### config.mk
export PLATFORM = sky130hd
export DESIGN_NAME = bcd_score_accum
export DESIGN_NICKNAME = d
export VERILOG_FILES = /design/src/rtl/bcd_score_accum.sv
export SDC_FILE = /design/constraint.sdc
export NUM_CORES = 1
export LEC_CHECK = 0
export ABC_CLOCK_PERIOD_IN_PS = 11800
export CAP_MARGIN = 20
export CORE_MARGIN = 3
export CORE_UTILIZATION = 35
export DETAILED_ROUTE_END_ITERATION = 16
export HOLD_SLACK_MARGIN = 0.05
export SLEW_MARGIN = 10
export SYNTH_ARGS = -nofsm -noshare
export SYNTH_HDL_FRONTEND = slang
export SYNTH_SLANG_ARGS = --single-unit
### constraint.sdc
create_clock -name clk -period 11.8 [get_ports clk]
set_input_delay 1.18 -clock clk [delete_from_list [all_inputs] [get_ports clk]]
set_output_delay 1.18 -clock clk [all_outputs]
set_load 0.05 [all_outputs]
### src/rtl/bcd_score_accum.sv
// bcd_score_accum: registered BCD score accumulator with game-state tracking.
// Define SCORE_HISCORE_EN to compile in the hiscore register and new_record flag.
module bcd_score_accum #(
    parameter int DIGITS   = 4,
    parameter bit SAT_MODE = 1
) (
    input  logic                  clk,
    input  logic                  rst,
    input  logic                  tick,
    input  logic [3:0]            step,
    input  logic [1:0]            gamestate,
    output logic [4*DIGITS-1:0]   score,
    output logic [4*DIGITS-1:0]   hiscore,
    output logic                  new_record,
    output logic                  overflow
);
    localparam logic [1:0] IDLE = 2'b00, RUNNING = 2'b01, OVER = 2'b10;
    localparam logic [4*DIGITS-1:0] NINES = {DIGITS{4'h9}};

    logic [1:0]          prev_state;
    logic                start_ev, add_ev;
    logic [3:0]          addend;
    logic [DIGITS:0]     carry;
    logic [4*DIGITS-1:0] sum, next_score;

    assign start_ev = gamestate == RUNNING && (prev_state == IDLE || prev_state == OVER);
    assign add_ev   = tick && gamestate == RUNNING && !start_ev;
    assign addend   = step > 4'd9 ? 4'd9 : step;
    assign carry[0] = 1'b0;

    // Decimal ripple: each digit wraps past 9 and carries into the next.
    for (genvar d = 0; d < DIGITS; d++) begin : g_dig
        logic [4:0] raw;
        assign raw = {1'b0, score[4*d+:4]} + {1'b0, (d == 0 ? addend : 4'd0)} + {4'd0, carry[d]};
        assign carry[d+1] = raw > 5'd9;
        assign sum[4*d+:4] = carry[d+1] ? raw[3:0] - 4'd10 : raw[3:0];
    end

    assign next_score = carry[DIGITS] && SAT_MODE ? NINES : sum;

    always_ff @(posedge clk or posedge rst) begin
        if (rst) begin
            prev_state <= IDLE;
            score      <= '0;
            overflow   <= 1'b0;
        end else begin
            prev_state <= gamestate;
            if (start_ev) begin
                score    <= '0;
                overflow <= 1'b0;
            end else if (add_ev) begin
                score    <= next_score;
                overflow <= overflow | carry[DIGITS];
            end
        end
    end

`ifdef SCORE_HISCORE_EN
    logic end_ev;
    assign end_ev = gamestate == OVER && prev_state == RUNNING;
    // Packed BCD orders the same as binary, so a plain compare suffices.
    always_ff @(posedge clk or posedge rst) begin
        if (rst) begin
            hiscore    <= '0;
            new_record <= 1'b0;
        end else if (start_ev) begin
            new_record <= 1'b0;
        end else if (end_ev && score > hiscore) begin
            hiscore    <= score;
            new_record <= 1'b1;
        end
    end
`else
    assign hiscore    = '0;
    assign new_record = 1'b0;
`endif
endmodule

==> metrics.cfg, run 1 <==
[outcome]
outcome=complete, no violations

[placed_design]
placed_cell_area_um2=1750
dp_hpwl_um=2640
gp_congestion=0.905
port_buffers=25

[critical_path]
r2r_slack_ns=6.07
cp_common_cell=ha_1
r2r_start=score[0]
rr_worst_depth=24
r2r-end=score[6]
end_kind=flip-flop
slowest_stage=clkdlybuf4s50_1
cp_top_family=adder cells
cp_max_fo=12
cp.arrival_ns=7.14
worst-path-buf-inv=3
cp-start-kind=input pin
cp_slowest_stage_delay_ns=0.52
crit_type=input pin to flip-flop
critPathRequiredTime_ns=12.00

[logic_synthesis]
synth_edf_count=0
ys_types=45
synthFlopType=dfrtp_1
synth.area.top_cells=dfrtp_1 (30%), ha_1 (11%), buf_4 (8.4%)
ys_warn_count=0
syn_area_um2=1520
synth-async-reset-ratio_pct=100
synth_top_area_share_pct=29.7
synth-seq-cells=18
avgSynthCellArea_um2=9.08
synth_most_common_cell=dfrtp_1
yosys.area.top_type=dfrtp_1
synthCells=167
yosysSeqAreaShare_pct=29.7
synth_commonest_cells=dfrtp_1 (18), buf_4 (17), ha_1 (13), nand2_1 (13), inv_1 (10)

[route]
routedWlPerCell_um=14.1
final_antenna_net_count=0
postRouteWirelength_um=3390
drt_first_pass_iters=6
vias_per_cell=5.21
drt-initial-drc-count=104
drc=0
vias=1256

[clock_network]
clock-sinks=18
clk_latency_ns=0.26
cts_max_level=1
clock-root-buffer=clkbuf_8
cts_tree=built
cts_setup_buffers=0
clk_pin_slew_ns=0.07
ctsHoldBuffers=0
clock_path_buffers=2
cts_made_buffers=3
cts.repair.resized=0

[pwr]
ir_drop_v=0.0000702
p_leak_nw=0.810
fin_total_pwr_mw=0.229
cellPowerDensity_nw_per_um2=127

[floorplan]
die_h_um=71.8
die_x_um=71.8
start_util_pct=37.1
dieArea_um2=5160
row_count=23
core_um2=4090
boundaryPins=43

[timing]
fin_crit_ns=6.94
worstMarginPinSlew_ns=0.720
maxSlewViolCount=0
fin_setup_tns_ns=0
period_share_pct=58.8
skew_ns=0.000996
max_freq_mhz=144
setup_violations=0
max_slew_margin_pct=52.0
finalHoldViolations=0
rsz0062_at_grt=false

[global_routing]
grt_remaining_overflow=0
grt_max_degree=19
grt_first_pass_wirelength_um=5650
grt_pass1_vias=1223
grtUsageTotal_pct=13.6
antenna_found_initial=0

[job]
maxCapViolCount=0

[layout]
diodes=0
final_area_um2=1800
area_growth_syn_to_layout_pct=18.9
drive_gt1_share_pct=7.33
layout.nets=215

[min_path]
worstHoldPathType=flip-flop to flip-flop
holdPathStages=2
hold_end=score[8]
holdCritStartpoint=score[8]

==> cell families (layout without fill, tap and decap cells) <==
group	Yosys count	in the layout	synth area share, %
AND/OR/NAND/NOR	49	49	19.3
flip-flops	18	18	29.7
multiplexers	3	3	1.98
buffers and inverters	32	40	12.3
AO/OA/AOI/OAI	43	43	20.4
XOR/XNOR	7	7	4.04
other	1	17	0.247
adder cells (fa/ha/maj)	14	14	12.0
==> cells in the final DEF, fill, tap and decap left out, types with 2 or more instances in the layout <==
cell type and instances:
clkdlybuf4s50_1 25, dfrtp_1 18, conb_1 17, nand2_1 13, ha_1 13, inv_1 10
nand2b_1 9, o21ai_0 9, o21ai_1 7, a21oi_1 6, a22o_1 6, xnor2_1 4
nor3_1 4, a31oi_1 4, clkbuf_8 4, nor2_1 3, xor2_1 3, mux2i_1 3
nand4_1 2, nor2b_1 2, nor3_4 2, o41ai_1 2, nand3_1 2, a21o_1 2
==> layout make-up <==
| class | instances | area [um^2] |
|---|---|---|
| tap | 50 | 62.6 |
| inverter | 10 | 37.5 |
| timing repair buffer | 26 | 258 |
| multi-input combinational | 133 | 940 |
| sequential | 18 | 450 |
| clock buffer | 4 | 55.1 |
| fill | 402 | 2280 |
==> per-layer routing <==
layer  global-route usage, %  up-vias  share of wire, %
li1                        -      608                 -
met1                    17.0      596                44
met2                    23.3       46                50
met3                    3.23        6               5.0
met4                    3.76        0              0.85
met5                       0        -                 0
==> worst max path at each step <==
stage	start	endpoint	slack (ns)	depth (start not counted)
floorplan	step[2]	score[14]	5.60	25
detailed placement	step[3]	score[6]	4.60	27
CTS	step[3]	score[6]	4.86	27
global placement	step[3]	score[2]	4.81	26
finish	step[3]	score[6]	4.86	27
global route	step[3]	score[6]	4.47	27
==> through the flow <==
stage               hold slack [ns]  cells  setup WS, ns  util (%)
finish                        0.507    241          4.86      44.1
global route                  0.555    241          4.47      44.1
CTS                           0.510    241          4.86      44.1
detailed placement            0.493    237          4.60      42.8
global placement              0.489    237          4.81      42.8
floorplan                     0.588    183          5.60         -
==> where the power goes <==
group / internal, mW / switching (mW) / leakage, nW / total (mW)
Sequential: 0.0667 / 0.00516 / 0.247 / 0.0718
Clock: 0.0297 / 0.0227 / 0.0288 / 0.0525
Combinational: 0.0408 / 0.0642 / 0.534 / 0.105
==> worst reg2reg max path, stage by stage, from the launching register on <==
cell      delay [ns]
dfrtp_1         0.39
ha_1            0.19
inv_1           0.06
fa_1            0.41
xor2_1          0.19
and2_4          0.19
o311ai_4        0.30
ha_1            0.25
ha_1            0.28
or2_1           0.27
a21oi_2         0.19
nor3_4          0.08
ha_1            0.24
ha_1            0.33
or2_2           0.32
a21oi_1         0.24
nor3_4          0.09
ha_1            0.24
ha_1            0.31
nand2b_1        0.15
a21oi_1         0.14
a21oi_1         0.07
buf_4           0.19
o41ai_1         0.34
a22o_1          0.19
==> state kept, by name (all words and copies together) (netlist names) <==
signal / count
prev_state: 1
overflow: 1
score: 16
No activity file was read; power rests on OpenSTA's default activity.
==> run 2: changes to the inputs <==
ABC_CLOCK_PERIOD_IN_PS = 6400   (was 11800)
clock period = 6.4 ns   (was 11.8 ns; I/O delays follow)
==> run 2 against run 1 <==
Via count grew 0.16%. Routed wire length grew 0.91%. First-iteration DRC count shrank 62%. Global-route usage shrank 0.082 points. Critical path depth is the same. Die area is the same. Utilization grew 3.0 points. Count of clock-buffer cells in the layout shrank 1. Combinational power grew 94%. Sequential power grew 87%. Critical endpoint is now score[10]. Highest routed layer unchanged.
==> metrics.cfg, run 2 (synthesized netlist as in run 1, its figures left out) <==
[outcome]
outcome=complete, no violations

[pwr]
p_leak_nw=0.854  ; +5.4%
cellPowerDensity_nw_per_um2=216  ; +70%
ir_drop_v=0.0000850  ; +21%

[placed_design]
dpl.cell_count=244  ; +3.0%
gp_congestion=0.866  ; -4.3%
placed_cell_area_um2=1800  ; +3.0%
port_buffers=25  ; unchanged
dp_hpwl_um=2590  ; -1.7%

[timing]
skew_ns=0.00407  ; +0.00308 ns
finalHoldViolations=0  ; unchanged
period_share_pct=96.0
maxSlewViolCount=0  ; unchanged
max_freq_mhz=163
max_slew_margin_pct=52.1  ; +0.11 points
setup_violations=0  ; unchanged
rsz0062_at_grt=false
hold_slack_ns=0.511  ; +0.00465 ns
worstMarginPinSlew_ns=0.718  ; -0.00166 ns
fin_crit_ns=6.14

[floorplan]
die_h_um=71.8  ; unchanged
row_count=23  ; unchanged
boundaryPins=43  ; unchanged
die_x_um=71.8  ; unchanged
start_util_pct=37.1  ; unchanged
core_um2=4090  ; unchanged
dieArea_um2=5160  ; unchanged

[clock_network]
cts_made_buffers=3  ; unchanged
cts_tree=built
clk_pin_slew_ns=0.07  ; about the same
cts_max_level=1  ; unchanged
clock-sinks=18  ; unchanged
clock_path_buffers=2  ; unchanged
clock-root-buffer=clkbuf_8
clk_latency_ns=0.25  ; about the same
ctsHoldBuffers=0  ; unchanged

[route]
vias=1258  ; +0.16%
routedWlPerCell_um=13.8  ; -2.3%
drc=0  ; unchanged
final_antenna_net_count=0  ; unchanged
drt_first_pass_iters=4  ; -2
postRouteWirelength_um=3430  ; +0.91%
vias_per_cell=5.05  ; -3.1%
drt-initial-drc-count=40  ; -62%

[layout]
largest_register_ffs=16  ; unchanged
n_fill_cell=392  ; -2.5%
final_cell_mix=clkdlybuf4s50_1 (25), dfrtp_1 (18), conb_1 (17)
diodes=0  ; unchanged
drive_gt1_share_pct=15.6  ; +8.2 points
final_cells=249  ; +3.3%
multi_input_area_um2=1010  ; +7.3%
final_area_um2=1930  ; +6.8%
layout_commonest_cell=clkdlybuf4s50_1
regMostFlops=score
largestRegisters=score x16, overflow x1, prev_state x1
area_growth_syn_to_layout_pct=27.0
regArea_um2=450  ; unchanged
layout.nets=224  ; +4.2%

[critical_path]
cp-start-kind=input pin
end_kind=flip-flop
r2r_slack_ns=0.89  ; -5.18 ns
cp_max_fo=8  ; -4
cp.arrival_ns=6.34  ; -0.80 ns
crit_type=input pin to flip-flop
critPathRequiredTime_ns=6.59  ; -5.41 ns
rr_worst_depth=24  ; unchanged

[global_routing]
grt_pass1_vias=1199  ; -2.0%
grt_max_degree=19  ; unchanged
grt_first_pass_wirelength_um=5640  ; -0.25%
grtUsageTotal_pct=13.5  ; -0.082 points
antenna_found_initial=0  ; unchanged
grt_remaining_overflow=0  ; unchanged

[min_path]
holdPathStages=2  ; unchanged
worstHoldPathType=flip-flop to flip-flop

[job]
maxCapViolCount=0  ; unchanged

-- run 2: worst max-delay path: stages --
cell and delay, ns:
clkdlybuf4s50_1 0.48, o21ai_0 0.09, nand2b_1 0.09, ha_1 0.18
inv_1 0.06, fa_2 0.36, xor2_2 0.17, and2_4 0.18
o311ai_4 0.31, ha_2 0.26, ha_1 0.27, or2_1 0.28
a21oi_2 0.17, nor3_4 0.07, ha_2 0.22, ha_1 0.29
or2_2 0.34, a21oi_4 0.18, nor3_4 0.07, ha_1 0.24
ha_1 0.31, nand2b_1 0.15, a21oi_1 0.15, a21oi_1 0.09
buf_4 0.19, o41ai_1 0.35, a21o_1 0.13
-- run 2: path summary, 6_finish.rpt --
path | start | endpoint
max | step[2] | score[10]
min | score[12] | score[12]
max reg2reg | score[0] | score[10]
min reg2reg | score[12] | score[12]
max in group asynchronous | rst | score[4]
min in group asynchronous | rst | score[14]
-- run 2: repair_timing --
item,in CTS,in global routing
endpoints found under the setup margin,0,10
setup buffers,0,2
resized for setup,0,12
-- run 2: power by group --
part | leakage, nW | total [mW] | switching (mW) | internal, mW
clock | 0.0216 | 0.0782 | 0.0364 | 0.0418
sequential | 0.247 | 0.134 | 0.0106 | 0.123
combinational | 0.585 | 0.204 | 0.121 | 0.0824
total | 0.854 | 0.416 | 0.168 | 0.247
-- run 2: final cells by class --
type	instances	area share [%]
Multi-Input combinational cell	133	52.4
Inverter	10	1.95
Tap cell	50	3.25
Sequential cell	18	23.4
Timing Repair Buffer	35	16.9
Clock buffer	3	2.14
-- run 2: through the flow --
step / utilization, % / total power [mW] / setup TNS [ns] / worst slack (ns)
after floorplan: - / 0.293 / 0 / 0.738
after global placement: 44.1 / 0.332 / -0.0318 / -0.0273
after detailed placement: 44.1 / 0.335 / -0.628 / -0.132
after CTS: 45.1 / 0.415 / 0 / 0.127
after global routing: 47.1 / 0.445 / 0 / 0.0279
final: 47.1 / 0.416 / 0 / 0.258
-- run 2: layer usage --
layer / track usage, % / vias to the layer above / part of all wire [%]
met5: 0 / - / 0
met3: 2.24 / 4 / 3.1
met4: 3.55 / 0 / 0.67
met2: 21.4 / 27 / 49
met1: 19.0 / 606 / 47
li1: - / 621 / -
==> run 3: changes to the inputs <==
CORE_UTILIZATION = 48   (was 35)
PLACE_DENSITY = 0.9   (was unset)
==> run 3 against run 2 <==
Via count rose by 4.0%. Global-route usage up 4.4 points. Setup slack improved by 0.057 ns. Critical path depth is 1 higher. Power down 3.2%. Fmax up 0.94%. Largest power group unchanged.
==> metrics.cfg, run 3 (synthesized netlist as in run 1, its figures left out) <==
[layout]
n_fill_cell=240  ; -39%
drive_gt1_share_pct=15.0  ; -0.58 points
area_growth_syn_to_layout_pct=24.1
largestRegisters=score x16, overflow x1, prev_state x1
layout_commonest_cell=clkdlybuf4s50_1
final_cell_mix=clkdlybuf4s50_1 (25), dfrtp_1 (18), conb_1 (17)
diodes=0  ; unchanged
final_cells=242  ; -2.8%
largest_register_ffs=16  ; unchanged
regMostFlops=score
layout.nets=224  ; unchanged

[global_routing]
met1_usage_pct=22.2  ; +3.2 points
grt_remaining_overflow=0  ; unchanged
antenna_found_initial=0  ; unchanged
grtUsageTotal_pct=17.9  ; +4.4 points
met2_usage_pct=32.9  ; +12 points
grt_pass1_vias=1294  ; +7.9%
grt_first_pass_wirelength_um=5780  ; +2.4%
top_usage_layer=met2
use_met3_pct=3.78  ; +1.5 points
grt_max_degree=19  ; unchanged

[clock_network]
ctsHoldBuffers=0  ; unchanged
clock_path_buffers=2  ; unchanged
cts_max_level=1  ; unchanged
clock-sinks=18  ; unchanged
cts_tree=built
clock-root-buffer=clkbuf_4
clk_pin_slew_ns=0.11  ; +0.04 ns
clk_latency_ns=0.29  ; +0.04 ns
cts_made_buffers=3  ; unchanged

[route]
final_antenna_net_count=0  ; unchanged
drt_first_pass_iters=5  ; +1
vias=1308  ; +4.0%
routedWlPerCell_um=14.1  ; +2.6%
vias_per_cell=5.40  ; +7.0%
postRouteWirelength_um=3420  ; -0.29%
drc=0  ; unchanged
drt-initial-drc-count=39  ; -2.5%

[critical_path]
cp_slowest_stage_delay_ns=0.47  ; about the same
critPathRequiredTime_ns=6.64  ; +0.05 ns
worst-path-buf-inv=4  ; +1
cp.arrival_ns=6.32  ; -0.02 ns
slowest_stage=clkdlybuf4s50_1
cp_top_family=adder cells
cp_max_fo=5  ; -3
crit_type=input pin to flip-flop
cp_common_cell=ha_1
end_kind=flip-flop
cp-start-kind=input pin

[placed_design]
dp_hpwl_um=2550  ; -1.8%
dpl.cell_count=238  ; -2.5%
port_buffers=25  ; unchanged
gp_congestion=0.861  ; -0.55%

[pwr]
ir_drop_v=0.000133  ; +57%
cellPowerDensity_nw_per_um2=214  ; -0.93%
p_leak_nw=0.855  ; +0.15%

[timing]
max_slew_margin_pct=52.7  ; +0.66 points
skew_ns=0.00248  ; -0.00159 ns
finalHoldViolations=0  ; unchanged
period_share_pct=95.1  ; -0.90 points
maxSlewViolCount=0  ; unchanged
fin_crit_ns=6.08  ; -0.0574 ns
worstMarginPinSlew_ns=0.708  ; -0.00990 ns
rsz0062_at_grt=false
max_freq_mhz=164  ; +0.94%
setup_violations=0  ; unchanged
hold_slack_ns=0.513  ; +0.00215 ns

[min_path]
worstHoldPathType=flip-flop to flip-flop

[floorplan]
die_x_um=62.2  ; -13%
die_h_um=62.2  ; -13%
core_um2=2880  ; -30%
boundaryPins=43  ; unchanged
row_count=19  ; -17%
dieArea_um2=3870  ; -25%
start_util_pct=52.7  ; +16 points

[job]
maxCapViolCount=0  ; unchanged

[outcome]
outcome=complete, no violations

[run 3: timing repair]
item,in CTS,in global routing
buffers inserted,0,0
endpoints found under the setup margin,0,8
resized for setup,0,8
[run 3: layout make-up]
cell class	instances	area (um^2)	share of cell area, %
Multi-Input combinational cell	133	980	52.1
Timing Repair Buffer	35	325	17.3
Inverter	10	37.5	1.99
Clock buffer	4	36.3	1.93
Sequential cell	18	450	23.9
Tap cell	42	52.6	2.79
[run 3: per-stage QoR]
stage	setup WS (ns)	power (mW)	cell area (um^2)	utilization (%)	TNS (ns)
after floorplan	0.738	0.293	1580	-	0
after global placement	0.0550	0.327	1810	62.8	0
after detailed placement	-0.200	0.332	1810	62.8	-1.20
after CTS	0.0959	0.403	1840	64.0	0
after global routing	0.0330	0.429	1880	65.4	0
final	0.316	0.402	1880	65.4	0
[run 3: worst paths after layout]
check	startpoint	cells past startpoint	slack (ns)	to
min reg2reg	overflow	1	0.51	overflow
min	overflow	1	0.51	overflow
max reg2reg	score[0]	25	0.90	score[10]
max	step[2]	28	0.32	score[10]
min in group asynchronous	rst	2	0.74	score[15]
max in group asynchronous	rst	2	5.21	score[5]
[run 3: power breakdown]
part           internal (mW)  switching [mW]
clock network         0.0347          0.0360
logic                 0.0780           0.121
registers              0.123         0.00955
[run 3: per-layer routing]
metal	vias up	wire length, um	share of wire (%)
met4	0	14	0.41
li1	626	-	-
met1	627	1510	44
met3	2	184	5.4
met2	53	1710	50
met5	-	0	0
